`config.mk`:
```
export PLATFORM = sky130hd
export DESIGN_NAME = register_file_mp
export DESIGN_NICKNAME = d
export VERILOG_FILES = /design/src/rtl/register_file_mp_pkg.sv /design/src/rtl/register_file_mp_rf_scoreboard.sv /design/src/rtl/register_file_mp.sv
export SDC_FILE = /design/constraint.sdc
export NUM_CORES = 2
export LEC_CHECK = 0
export BUFFER_PORTS_ARGS = -buffer_cell sky130_fd_sc_hd__buf_2
export CAP_MARGIN = 20
export CORE_AREA = 4 4 421 298
export DETAILED_ROUTE_END_ITERATION = 8
export DIE_AREA = 0 0 425 302
export PLACE_DENSITY = 0.71
export SYNTH_ARGS = -nofsm -noshare
export SYNTH_HDL_FRONTEND = slang
export SYNTH_SLANG_ARGS = --single-unit
```
`constraint.sdc`:
```
create_clock -name clk -period 2.1 [get_ports clk]
set_input_delay 0.105 -clock clk [delete_from_list [all_inputs] [get_ports clk]]
set_output_delay 0.105 -clock clk [all_outputs]
set_load 0.03 [all_outputs]
```
`src/rtl/register_file_mp_pkg.sv`:
```
// Shared constants for the multi-ported register file and its busy scoreboard.
package register_file_mp_pkg;

   localparam int unsigned RF_ADDR_LEN_DEF = 5;
   localparam int unsigned RF_DATA_LEN_DEF = 32;
   localparam int unsigned REG_ZERO        = 0;

endpackage

```
`src/rtl/register_file_mp_rf_scoreboard.sv`:
```
// Busy-bit scoreboard: one bit per register marking an in-flight producer.
module rf_scoreboard
   import register_file_mp_pkg::*;
#(
   parameter int unsigned RF_ADDR_LEN  = RF_ADDR_LEN_DEF,
   parameter int unsigned NUM_RD_PORTS = 2,
   parameter int unsigned NUM_WR_PORTS = 2,
   parameter int unsigned ZERO_REG_EN  = 1,
   parameter int unsigned BYPASS_EN    = 1
) (
   input  logic                                clk,
   input  logic                                rst,
   input  logic [NUM_RD_PORTS*RF_ADDR_LEN-1:0] rs_addr,
   output logic [NUM_RD_PORTS-1:0]             rs_busy,
   input  logic [NUM_WR_PORTS-1:0]             w_en,
   input  logic [NUM_WR_PORTS*RF_ADDR_LEN-1:0] rd_addr,
   input  logic                                busy_set_en,
   input  logic [RF_ADDR_LEN-1:0]              busy_set_addr
);

   localparam int unsigned DEPTH = 2 ** RF_ADDR_LEN;
   localparam logic [RF_ADDR_LEN-1:0] ZERO_ADDR = RF_ADDR_LEN'(REG_ZERO);

   logic [DEPTH-1:0] busy;
   logic [DEPTH-1:0] busy_next;

   // Set is applied after clears so a new producer supersedes a retiring one.
   always_comb begin
      busy_next = busy;
      for (int unsigned k = 0; k < NUM_WR_PORTS; k++) begin
         if (w_en[k]) busy_next[rd_addr[k*RF_ADDR_LEN +: RF_ADDR_LEN]] = 1'b0;
      end
      if (busy_set_en) busy_next[busy_set_addr] = 1'b1;
      if (ZERO_REG_EN != 0) busy_next[ZERO_ADDR] = 1'b0;
   end

   always_ff @(posedge clk or negedge rst) begin
      if (!rst) busy <= '0;
      else      busy <= busy_next;
   end

   for (genvar i = 0; i < NUM_RD_PORTS; i++) begin : g_rd
      logic [RF_ADDR_LEN-1:0] a;
      logic                   b;
      assign a = rs_addr[i*RF_ADDR_LEN +: RF_ADDR_LEN];
      always_comb begin
         b = busy[a];
         for (int unsigned k = 0; k < NUM_WR_PORTS; k++) begin
            if (BYPASS_EN != 0 && w_en[k] && rd_addr[k*RF_ADDR_LEN +: RF_ADDR_LEN] == a) b = 1'b0;
         end
         if ((ZERO_REG_EN != 0 && a == ZERO_ADDR) || !rst) b = 1'b0;
      end
      assign rs_busy[i] = b;
   end

endmodule

```
`src/rtl/register_file_mp.sv`:
```
// Multi-ported register file: combinational reads with optional bypass,
// synchronous writes (higher port index wins), optional hardwired zero register.
module register_file_mp
   import register_file_mp_pkg::*;
#(
   parameter int unsigned RF_ADDR_LEN  = RF_ADDR_LEN_DEF,
   parameter int unsigned RF_DATA_LEN  = RF_DATA_LEN_DEF,
   parameter int unsigned NUM_RD_PORTS = 2,
   parameter int unsigned NUM_WR_PORTS = 2,
   parameter int unsigned ZERO_REG_EN  = 1,
   parameter int unsigned BYPASS_EN    = 1
) (
   input  logic                                clk,
   input  logic                                rst,
   input  logic [NUM_RD_PORTS*RF_ADDR_LEN-1:0] rs_addr,
   output logic [NUM_RD_PORTS*RF_DATA_LEN-1:0] rs_data,
   output logic [NUM_RD_PORTS-1:0]             rs_busy,
   input  logic [NUM_WR_PORTS-1:0]             w_en,
   input  logic [NUM_WR_PORTS*RF_ADDR_LEN-1:0] rd_addr,
   input  logic [NUM_WR_PORTS*RF_DATA_LEN-1:0] rd_write_data,
   input  logic                                busy_set_en,
   input  logic [RF_ADDR_LEN-1:0]              busy_set_addr
);

   localparam int unsigned DEPTH = 2 ** RF_ADDR_LEN;
   localparam logic [RF_ADDR_LEN-1:0] ZERO_ADDR = RF_ADDR_LEN'(REG_ZERO);

   logic [RF_DATA_LEN-1:0] regs [DEPTH];

   // Ports are applied in ascending order so the highest-index writer lands last.
   always_ff @(posedge clk or negedge rst) begin
      if (!rst) begin
         for (int unsigned r = 0; r < DEPTH; r++) regs[r] <= '0;
      end else begin
         for (int unsigned k = 0; k < NUM_WR_PORTS; k++) begin
            if (w_en[k] && !(ZERO_REG_EN != 0 && rd_addr[k*RF_ADDR_LEN +: RF_ADDR_LEN] == ZERO_ADDR))
               regs[rd_addr[k*RF_ADDR_LEN +: RF_ADDR_LEN]] <= rd_write_data[k*RF_DATA_LEN +: RF_DATA_LEN];
         end
      end
   end

   for (genvar i = 0; i < NUM_RD_PORTS; i++) begin : g_rd
      logic [RF_ADDR_LEN-1:0] a;
      logic [RF_DATA_LEN-1:0] d;
      assign a = rs_addr[i*RF_ADDR_LEN +: RF_ADDR_LEN];
      always_comb begin
         d = regs[a];
         for (int unsigned k = 0; k < NUM_WR_PORTS; k++) begin
            if (BYPASS_EN != 0 && w_en[k] && rd_addr[k*RF_ADDR_LEN +: RF_ADDR_LEN] == a)
               d = rd_write_data[k*RF_DATA_LEN +: RF_DATA_LEN];
         end
         if ((ZERO_REG_EN != 0 && a == ZERO_ADDR) || !rst) d = '0;
      end
      assign rs_data[i*RF_DATA_LEN +: RF_DATA_LEN] = d;
   end

   rf_scoreboard #(
      .RF_ADDR_LEN  (RF_ADDR_LEN),
      .NUM_RD_PORTS (NUM_RD_PORTS),
      .NUM_WR_PORTS (NUM_WR_PORTS),
      .ZERO_REG_EN  (ZERO_REG_EN),
      .BYPASS_EN    (BYPASS_EN)
   ) u_scoreboard (
      .clk           (clk),
      .rst           (rst),
      .rs_addr       (rs_addr),
      .rs_busy       (rs_busy),
      .w_en          (w_en),
      .rd_addr       (rd_addr),
      .busy_set_en   (busy_set_en),
      .busy_set_addr (busy_set_addr)
   );

endmodule

```
* Word-level counts from Yosys, hierarchy flattened
Index checks and enable logic that the tools add are counted.
** Cells by class
- Magnitude comparators :: 14
- Equality and inequality tests :: 4
- Multiplexer cells :: 39
- Bitwise gates (word level) :: 9
- Reductions and logical operators :: 20
** Operators with widths (count)
- $bwmux W1024 :: 2
- $mux W1024 :: 2
- $mux W32 :: 15
- $bmux W32 S5 :: 2
- $demux W32 S5 :: 2
- $and A32 B32 Y32 :: 2
- $not A32 Y32 :: 2
- $or A32 B32 Y32 :: 1
- $lt A5 B6 Y1 const B :: 5
- $ge A6 B6 Y1 const B :: 4
- $not A5 Y6 :: 4
- $eq A5 B5 Y1 :: 4
- $logic_not A5 Y1 :: 4
- $demux W1 S5 :: 3
- $ge A5 B1 Y1 const B :: 3
- $lt A6 B1 Y1 const B :: 2
- $logic_and A1 B1 Y1 :: 11
- $mux W1 :: 11
- $bmux W1 S5 :: 2
- $logic_not A1 Y1 :: 3
- $logic_or A1 B1 Y1 :: 2
** Word-level totals
- Flip-flop bits (word level) :: 1055
- Word-level logic and storage cells :: 119

* Longest topological paths before layout
- Depth after elaboration :: 11
- Depth in mapped cells :: 10

* Hierarchy
From an unflattened synthesis, not the netlist that was laid out.
** Second synthesis, totals
- Cells, all modules :: 6456
- Area total of the unflattened synthesis :: 67908.9 um^2
** Modules (own cells, without submodules)
- register_file_mp :: times used 1, cells each 6189, area each 65375.2 um^2, sequential area each 25624.6 um^2
- rf_scoreboard :: times used 1, cells each 267, area each 2533.7 um^2, sequential area each 775.7 um^2

* Worst setup path after synthesis
OpenSTA, ideal clock, no wires.
- Path type :: input -> output
- Start point :: in rs_addr[0]
- End point :: out rs_data[31]
- Arrival time :: 2.088 ns
- Slack :: -0.093 ns
- Cell stages on the path :: 8
- Cells stage by stage :: buf_4 -> buf_4 -> buf_4 -> buf_2 -> mux4_2 -> mux4_2 -> a22oi_1 -> o211ai_1
** Between the ends
- Cells in the longest elaborated chain, start to end :: 7
- Elaborated cells between the ends (all ways) :: 13
** Ends and longest elaborated chain
- start, declared :: line register_file_mp.sv:15 : input logic [NUM_RD_PORTS*RF_ADDR_LEN-1:0] rs_addr,
- $not A5 Y6 (implied by the code) :: line register_file_mp.sv:47 : d = regs[a];
- $bmux W32 S5 :: line register_file_mp.sv:47
- $mux W32 (implied by the code) (2 in series) :: line register_file_mp.sv:47
- $mux W32 (2 in series) :: line register_file_mp.sv:49 : if (BYPASS_EN != 0 && w_en[k] && rd_addr[k*RF_ADDR_LEN +: RF_ADDR_LEN] == a)
- $mux W32 (*) :: line register_file_mp.sv:52 : if ((ZERO_REG_EN != 0 && a == ZERO_ADDR) || !rst) d = '0;
- end, declared :: line register_file_mp.sv:16 : output logic [NUM_RD_PORTS*RF_DATA_LEN-1:0] rs_data,
Every way passes the cells marked *; elsewhere a longest branch is shown, timed or not. The select of a mux whose other input is x is not followed.

* Worst setup path after layout
- Start point :: reg regs[606] (netlist bit)
- End point :: out rs_data[30]
** Between the ends
- Cells in the longest elaborated chain, start to end :: 6
** Ends and longest elaborated chain
- start, declared :: line register_file_mp.sv:28 : logic [RF_DATA_LEN-1:0] regs [DEPTH];
- start signal, assigned by index :: line register_file_mp.sv:37 : regs[rd_addr[k*RF_ADDR_LEN +: RF_ADDR_LEN]] <= rd_write_data[k*RF_DATA_LEN +: RF_DATA_LEN];
- $bmux W32 S5 :: line register_file_mp.sv:47
- $mux W32 (implied by the code) (2 in series) :: line register_file_mp.sv:47
- $mux W32 (2 in series) :: line register_file_mp.sv:49
- $mux W32 :: line register_file_mp.sv:52
No other way between the ends. The select of a mux whose other input is x is not followed.

==> run_results.csv <==
group,metric,value,unit
floorplanning,die_w,425,um
clocking,clk_pin_slew,0.08,ns
clocking,clkSinkCount,1055,
placement,port_buffers,159,
global_route,grt_max_degree,153,
floorplanning,initial_core_util,54.72,%
sta,setup_viol,66,
critical_path,cpMaxStageDelayCell,"mux4_2",
synth,ys_dominant_reg_cell,"dfrtp_1",
finish,final_common_cell,"dfrtp_1",
sta,slew_headroom,33.30,%
drt,viasPerCell,7.358,
finish,final_cell_mix,"dfrtp_1 (1,055), mux2i_1 (860), nand2_1 (840)",
drt,wl_per_cell,34.57,um
clocking,clk_latency,0.76,ns
drt,vias,64370,
drt,dr.first_iter.drc_count,11130,
placement,gp_congestion,1.003,
sta,slew_violations,0,
floorplanning,core-area,121300,um^2
critical_path,worstPathMaxFanout,2,
sta,fin_crit_sh,148.1,%
power_and_ir_drop,p_per_area,878.7,nW/um^2
synth,synth-edff-count,0,
floorplanning,die_h,302,um
global_route,grt_pass1_vias,61460,
drt,routed_wl,302400,um
floorplanning,fp-row-count,107,
power_and_ir_drop,finalPower,70.74,mW
sta,tightest_slew,1.001,ns
critical_path,worstSetupPathType,"flip-flop to output port",
clocking,cts_root_buf,"clkbuf_16",
power_and_ir_drop,peakVddDrop,0.7643,mV
critical_path,cp_top_family,"multiplexers",
global_route,grt_first_pass_wirelength,429600,um
global_route,antenna_found_initial,20,
worst_hold_path,min_path_type,"input pin to async pin",
sta,clock-skew-final,0,ns
clocking,clockBufferDepth,3,
drt,firstDrtPassIters,8,
critical_path,endpoint_kind,"output port",
global_route,grt_overflow_total,0,
global_route,grt_usage,46.08,%
critical_path,crit_chain,"mux4_2 > mux2_4 > and3_4 > or4_4 > a22oi_2 > nor2_4 > buf_6",
sta,period_minus_slack,3.110,ns
critical_path,arrival,3.00,ns
sta,setup_ws,-1.010,ns
drt,ant_nets,0,
synth,syn-cell-area,66370,um^2
drt,drc,0,
synth,yosys_warnings,0,
outcome,violations,"setup timing",
clocking,cts_tree,"yes",
finish,fin_nets,7099,
finish,synthToLayoutAreaGrowth,21.30,%
power_and_ir_drop,p_leak,37.58,nW
critical_path,worst_setup_path_start_kind,"flip-flop",
critical_path,critPathBufInv,1,
placement,hpwl,193000,um
clocking,htree_levels,3,
sta,rsz0062_at_grt,"yes",
outcome,outcome,"complete, but fails checks",
critical_path,crit_path_max_incr_delay,0.51,ns
sta,setup_tns,-31.95,ns
synth,yosysSeqAreaShare,39.78,%
floorplanning,ios,160,
synth,synth-seq-cells,1055,
finish,utilization,66.37,%
synth,netlist_instances,6814,
sta,achievable-frequency,321.6,MHz
floorplanning,die_area,128400,um^2
job,cap_viol_max_count,0,
synth,syn_avg_cell_area,9.740,um^2
synth,synth.lib_cells_used.distinct,54,
clocking,cts_buffers,107,
synth,synthArstFlopShare,100.0,%
finish,drive_gt1_share,25.17,%
sta,hold_violations,0,
finish,fillers,9097,
synth,syn_nets,6908,
placement,pre_cts_ws,-0.4618,ns
critical_path,required,2.00,ns
==> worst min-delay path, stage by stage <==
cell and delay (ns):
buf_8 0.14, buf_2 0.36, buf_4 0.21, buf_4 0.38
==> cells by family after synthesis <==
group,synth area share (%)
flops,39.78
simple gates,10.88
buf+inv,5.471
compound gates,16.56
xor+xnor,0.2639
mux,27.04
==> sequential cells by signal, summed over array words and instances, names as in the netlist <==
name,cells
regs,1024
u_scoreboard.busy,31
==> final timing paths <==
check | cells after the start | endpoint | slack, ns | startpoint
worst min-delay path | 4 | regs[56] | 0.03 | rst
worst max-delay path | 7 | rs_data[30] | -1.01 | regs[606]
worst max register to register | 4 | regs[703] | 0.69 | regs[703]
worst min register to register | 0 | regs[998] | 0.40 | regs[998]
max in group asynchronous | 5 | regs[735] | 0.17 | rst
min in group clk | 4 | regs[886] | 0.04 | rd_write_data[54]
==> layout make-up <==
class	instances	area, um^2	share of cell area [%]
diodes	23	57.56	0.07149
clock buffers	152	3161	3.926
clock inverters	43	442.9	0.5502
inverters	17	63.81	0.07926
multi-input cells	4863	38230	47.48
flip-flops and latches	1055	26400	32.79
well taps	1635	2046	2.541
repair buffers	961	10110	12.56
==> metal layers <==
metal / part of all wire (%) / vias up / global-route usage, %
li1: - / 25310 / -
met1: 34 / 30900 / 57.57
met2: 40 / 6361 / 62.28
met3: 17 / 1781 / 22.02
met4: 8.9 / 22 / 33.03
met5: 0.13 / - / 1.148
==> power breakdown <==
group / switching [mW] / internal, mW
combinational: 9.80 / 10.6
sequential: 4.54 / 25.5
clock: 9.01 / 11.3
==> repair_timing <==
action                                  in CTS  in global routing
hold buffers                               100                  2
hold endpoints to repair                  1246                 37
pin swaps                                  154                 27
endpoints found under the setup margin      66                 66
resized for setup                          358                 83
setup buffers                               26                 10
==> cells in the mapped netlist, types with 5 or more instances <==
master,count,area [um^2]
a21oi_1,511,2557
a32o_1,31,310.3
a32oi_1,12,105.1
o221ai_1,122,1069
buf_4,12,90.09
xor2_1,12,105.1
or3b_2,6,52.55
nor3b_1,5,37.54
nor2b_1,63,394.1
buf_1,56,210.2
o22ai_1,62,387.9
nor4_1,6,37.54
nor2_1,621,2331
or2_2,8,50.05
a31oi_1,150,938.4
and3b_1,5,43.79
dfrtp_1,1055,26400
buf_2,170,850.8
o21ai_0,482,2412
mux4_2,407,9166
clkbuf_1,638,2395
and3_1,54,337.8
nand2_1,905,3397
a211o_1,61,534.3
xnor2_1,8,70.07
a211oi_1,65,488.0
mux2i_1,873,8738
a22oi_1,279,2095
inv_1,15,56.30
nand3_1,68,340.3
nor3_1,9,45.04
==> stage by stage <==
step                      cell area [um^2]  instances  hold slack, ns
after detailed placement             73800       8401          0.1374
after global routing                 80460       8732         0.01348
final                                80510       8749         0.02939
after global placement               73790       8400          0.1402
after floorplan                      66370       6814         -0.1906
after CTS                            80000       8715        0.009457
Power figures use the tool's default switching activity.
